### src/rtl/multi_delay_timer.sv
// Multi-channel programmable delay timer: each channel counts ticks after a start
// strobe and pulses done once (one-shot) or every max+1 ticks (periodic).
module multi_delay_timer #(
  parameter int NUM_CH        = 4,
  parameter int COUNTER_WIDTH = 10
) (
  input  logic                            clk,
  input  logic                            rst,
  input  logic                            tick,
  input  logic [NUM_CH-1:0]               start,
  input  logic [NUM_CH-1:0]               abort,
  input  logic [NUM_CH-1:0]               periodic,
  input  logic [NUM_CH*COUNTER_WIDTH-1:0] max,
  output logic [NUM_CH-1:0]               busy,
  output logic [NUM_CH-1:0]               done,
  output logic                            any_done
);

  typedef enum logic [1:0] {
    IDLE    = 2'd0,
    RUNNING = 2'd1,
    DONE    = 2'd2
  } state_t;

  localparam logic [COUNTER_WIDTH-1:0] CNT_ONE  = {{(COUNTER_WIDTH-1){1'b0}}, 1'b1};
  localparam logic [COUNTER_WIDTH-1:0] CNT_ZERO = '0;

  state_t                   state   [NUM_CH];
  logic [COUNTER_WIDTH-1:0] counter [NUM_CH];
  logic [COUNTER_WIDTH-1:0] max_q   [NUM_CH];
  logic [NUM_CH-1:0]        mode_q;

  // Per-channel FSM; priority is reset, then abort, then start, then counting.
  always_ff @(posedge clk) begin
    for (int i = 0; i < NUM_CH; i++) begin
      if (!rst) begin
        state[i]   <= IDLE;
        counter[i] <= CNT_ZERO;
        max_q[i]   <= CNT_ZERO;
        mode_q[i]  <= 1'b0;
        done[i]    <= 1'b0;
      end else if (abort[i]) begin
        state[i]   <= IDLE;
        counter[i] <= CNT_ZERO;
        done[i]    <= 1'b0;
      end else if (start[i]) begin
        state[i]   <= RUNNING;
        counter[i] <= CNT_ZERO;
        max_q[i]   <= max[i*COUNTER_WIDTH +: COUNTER_WIDTH];
        mode_q[i]  <= periodic[i];
        done[i]    <= 1'b0;
      end else begin
        case (state[i])
          IDLE: begin
            done[i] <= 1'b0;
          end
          RUNNING: begin
            if (tick) begin
              if (counter[i] == max_q[i]) begin
                done[i] <= 1'b1;
                if (mode_q[i]) begin
                  counter[i] <= CNT_ZERO;
                end else begin
                  state[i] <= DONE;
                end
              end else begin
                counter[i] <= counter[i] + CNT_ONE;
                done[i]    <= 1'b0;
              end
            end else begin
              done[i] <= 1'b0;
            end
          end
          DONE: begin
            state[i] <= IDLE;
            done[i]  <= 1'b0;
          end
          default: begin
            state[i] <= IDLE;
            done[i]  <= 1'b0;
          end
        endcase
      end
    end
  end

  always_comb begin
    busy = '0;
    for (int i = 0; i < NUM_CH; i++) begin
      busy[i] = (state[i] == RUNNING);
    end
  end

  assign any_done = |done;

endmodule
### config.mk
export PLATFORM = sky130hd
export DESIGN_NAME = multi_delay_timer
export DESIGN_NICKNAME = d
export VERILOG_FILES = /design/src/rtl/multi_delay_timer.sv
export SDC_FILE = /design/constraint.sdc
export NUM_CORES = 1
export LEC_CHECK = 0
export CAP_MARGIN = 20
export CELL_PAD_IN_SITES_DETAIL_PLACEMENT = 2
export CELL_PAD_IN_SITES_GLOBAL_PLACEMENT = 2
export CORE_ASPECT_RATIO = 0.5
export CORE_MARGIN = 2
export CORE_UTILIZATION = 30
export CTS_CLUSTER_DIAMETER = 30
export CTS_CLUSTER_SIZE = 12
export DETAILED_ROUTE_END_ITERATION = 8
export PLACE_DENSITY = 0.79
export SYNTH_ARGS = -nofsm -noshare
export SYNTH_HDL_FRONTEND = slang
export SYNTH_SLANG_ARGS = --single-unit
### constraint.sdc
create_clock -name clk -period 2.1 [get_ports clk]
set_clock_uncertainty 0.1 [all_clocks]
set_input_delay 0.63 -clock clk [delete_from_list [all_inputs] [get_ports clk]]
set_output_delay 0.63 -clock clk [all_outputs]
set_load 0.05 [all_outputs]
---- Word-level counts from Yosys, hierarchy flattened ----
Memory sizes are Yosys's and may differ from the RTL's.
Index checks and enable logic that the tools add are counted.
storage, ports and cells
  register bits after elaboration ......... 8
  bits in writable memories ............... 88
  output and inout port bits .............. 9
  logic and storage cells ................. 299
  memories ................................ 3
memory list
  name     depth  bits a word  rd ports  clocked after memory_dff  wr ports  RTL line  RTL
  counter  4      10           4         0                         4         29        logic [COUNTER_WIDTH-1:0] counter [NUM_CH];
  max_q    4      10           4         0                         4         30        logic [COUNTER_WIDTH-1:0] max_q [NUM_CH];
  state    4      2            4         0                         4         28        state_t state [NUM_CH];
operators by class
  add/sub/neg operators ................... 4
  equality and inequality tests ........... 12
  muxes and demuxes ....................... 205
  bitwise gates (word level) .............. 50
  reductions and logical operators ........ 17
operators with widths
  kind                     count
  $mux W10                 20
  $mux W1                  165
  $add A10 B1 Y10 const B  4
  $eq A10 B10 Y1           4
  $mux W2                  20
  $or A1 B1 Y1             40
  $reduce_or A5 Y1         4
  $reduce_or A3 Y1         4
  $not A1 Y1               10
  $eq A2 B1 Y1 const B     4
  $eq A2 B2 Y1 const B     4
  $logic_not A2 Y1         4
  $reduce_and A2 Y1        4
  $reduce_or A4 Y1         1

---- Longest topological paths before layout ----
  word-level depth ........................ 11
  gate-level depth with buffers ........... 6

---- Worst setup path after synthesis ----
No wires, ideal clock.
  path kind ............................... reg2reg
  start point ............................. mem state[2][1] (netlist name)
  end point ............................... mem counter[2][0] (enable)
  library setup time ...................... 0.381 ns
  arrival time ............................ 1.865 ns
  required time ........................... 1.619 ns
  slack ................................... -0.245 ns
  stages on the path, launching flop included .. 4
  buffers on the path ..................... 0
  clock period less this slack ............ 2.345 ns
  cells stage by stage .................... edfxtp_1 -> nor2b_1 -> nand2_1 -> o211ai_1
RTL lines
  element          RTL line
  start, declared  28
  end, declared    29

---- Final worst setup path ----
  start point ............................. reg done[3]
  end point ............................... out any_done
on the way
  cells in the longest elaborated chain, start to end .. 1
RTL lines
  element                          RTL line  RTL
  start, declared                  15        output logic [NUM_CH-1:0] done,
  start signal, assigned by index  41        done[i] <= 1'b0;
  start signal, assigned by index  45        done[i] <= 1'b0;
  start signal, assigned by index  51        done[i] <= 1'b0;
  $reduce_or A4 Y1                 94        assign any_done = |done;
  end, declared                    16        output logic any_done
No other way between the ends.

==> impl_metrics.yaml <==
critical_path:
  r2r_cells: 5
  arrival_ns: 1.35
  critical_path_required_ns: 1.37
  r2r_end: "counter[3][1]"
  reg2reg_slack_ns: 0.03
  r2r_start: "counter[3][6]"
  startpoint_type: "flop"
  worstSetupPathType: "reg2out"
  cp_max_fo: 2
  cp-end-kind: "output pin"
routing:
  routed_wl_um: 14420
  routedWlPerCell_um: 19.64
  num_vias: 3596
  drt_iter0_drc: 171
  routed_via_density: 4.899
  drc: 0
  postRouteAntennaNets: 0
  drt_pass1_iterations: 4
die:
  initial_core_util_pct: 30.85
  fp.dieW_um: 182.5
  io_pins: 64
  floorplan.die_area_um2: 17020
  rows: 32
  fp.dieH_um: 93.25
  core_area_um2: 15490
min_path:
  hp-class: "reg2reg"
  min_to: "mode_q[2]"
  holdCritStartpoint: "mode_q[2]"
  whs_path_depth: 2
yosys:
  synthTopCellsByCount: "88 x edfxtp_1, 50 x xnor2_1, 41 x and2_1"
  synth.avg_cell_area_um2: 12.04
  yosysMostFrequentCell: "edfxtp_1"
  yosysTopAreaCell: "edfxtp_1"
  netlist_area_um2: 4780
  syn_inst: 397
  synth.area.top_cells: "edfxtp_1 55%, xnor2_1 9.2%, and2_1 5.4%"
  syn_nets: 456
  synth.yosys.seq_area_share_pct: 58.64
  synthArstFlopShare_pct: 0
  yosys_warnings: 0
  synth.top_cell.area_share_pct: 55.29
  synth_edf_count: 88
  ys_seq_elements: 96
  synthFlopType: "edfxtp_1"
  synthDistinctLibCells: 41
power:
  irDropWorstVdd_uv: 340.6
  power_leakage_nw: 2.342
  power_density_nw_per_um2: 667.9
  power_mw: 4.337
flow_run:
  max_cap_violations: 0
clock_tree:
  clkSlewWorstSetupHoldPaths_ns: 0.07
  cts_buffers: 9
  clkLatencyLatePin_ns: 0.34
  cts-root-buf: "clkbuf_16"
  cts_tree: "built"
  cts_sinks: 96
  cts_max_path_buffers: 2
  cts-htree-levels: 3
layout:
  fin_nets: 584
  diodes: 0
  final_area_um2: 6494
  areaGrowthSynthToFinish_pct: 35.86
  regArea_um2: 2804
  drive_gt1_share_pct: 20.75
  multi_input_area_um2: 1983
  fillers: 1548
timing:
  finalCriticalPeriod_ns: 2.082
  setup_violations: 0
  min_period_over_period_pct: 99.15
  worst_slew_pin_slew_ns: 0.3940
  hold_viol: 0
  slew_headroom_pct: 73.46
  slew_viol_final: 0
  rsz0062_at_grt: "yes"
  fmax_mhz: 480.3
grt:
  grt_overflow: 0
  track_usage_pct: 17.20
  grt_pass1_wl_um: 22040
  grt_max_degree: 16
  grt_pass1_vias: 3903
  antenna_found_initial: 0
place:
  dpl.hpwl_um: 10560
  place_congestion: 0.7765
  io_buffers: 63
  placed_area_um2: 6058
status:
  status: "finished clean"
==> worst max-delay path by stage <==
stage | startpoint | end | slack (ns) | cells after the start
CTS | done[3] | any_done | 0.002 | 2
floorplan | tick | state[1][0] | -0.004 | 6
global route | counter[3][6] | counter[3][1] | -0.07 | 5
global placement | rst | counter[0][6] | -0.47 | 6
detailed placement | rst | counter[0][6] | -0.66 | 7
finish | done[3] | any_done | 0.02 | 2
==> critical path, cell delays in order (launching register included) <==
cell,delay [ns]
dfxtp_2,0.32
or4_4,0.52
buf_6,0.17
==> through the flow <==
stage	hold WS, ns	TNS, ns	setup WS (ns)	utilization [%]	std cells
floorplan	0.3453	-0.007785	-0.003892	-	397
global placement	0.3752	-32.36	-0.4655	39.10	707
detailed placement	0.4155	-47.33	-0.6604	39.10	707
CTS	0.4333	0	0.001965	41.16	723
global route	0.4633	-0.7377	-0.06632	41.91	734
finish	0.4405	0	0.01794	41.91	734
==> logic make-up (layout without fill, tap and decap cells) <==
group,count (synthesis),after routing,synth area share (%)
adders and majority gates,4,4,1.047
xor gates and xnor gates,72,72,13.19
AOI/OAI and AO/OA,15,15,2.618
and+or+nand+nor,191,191,22.64
buffers and inverters,19,152,1.859
DFF,96,96,58.64
==> routing by layer <==
layer  global-route usage, %  wire (µm)
met4                   5.578        286
met3                   2.570        325
met2                   32.26       7560
met5                       0          0
met1                   20.41       6245
==> repair_timing <==
item                                    4_1_cts  5_1_grt
resized for setup                            12       10
pin swaps                                     3        6
endpoints found under the setup margin       63       49
setup buffers                                 0       11
hold buffers                                  0        0
==> registers in the layout, summed over array words and instances, names as in the netlist <==
| signal | flops |
|---|---|
| counter | 40 |
| mode_q | 4 |
| state | 8 |
| max_q | 40 |
| done | 4 |
==> where the power goes <==
| group | total, mW | internal (mW) | switching [mW] |
|---|---|---|---|
| logic | 0.546 | 0.287 | 0.259 |
| registers | 2.28 | 2.19 | 0.0891 |
| clock network | 1.51 | 0.789 | 0.720 |
==> layout by cell type (no fill, tap or decap), drive strengths merged, types with 2 or more instances in the layout <==
cell,synthesis,routed
o21ai,7,7
nor3b,2,2
clkinvlp,0,3
and3,8,8
clkdlybuf4s50,0,50
clkbuf,6,10
xnor2,50,50
and4,3,3
nand2,24,24
dfxtp,8,8
edfxtp,88,88
xor2,22,22
buf,4,73
nor2,20,20
nand4,19,19
nor4,6,6
ha,4,4
dlymetal6s2s,0,2
and2,41,41
nor4b,2,2
nand3,14,14
inv,9,9
clkinv,0,4
nor2b,4,4
nor3,40,40
a311o,2,2
nand2b,2,2
or4,2,2
==> layout make-up <==
cell class	count	area share [%]
inverter	9	0.5202
multi-input combinational	282	30.54
tap	204	3.931
timing repair buffer	127	17.76
clock buffer	9	3.468
clock inverter	7	0.5973
sequential	96	43.18
Power figures use the tool's default switching activity.
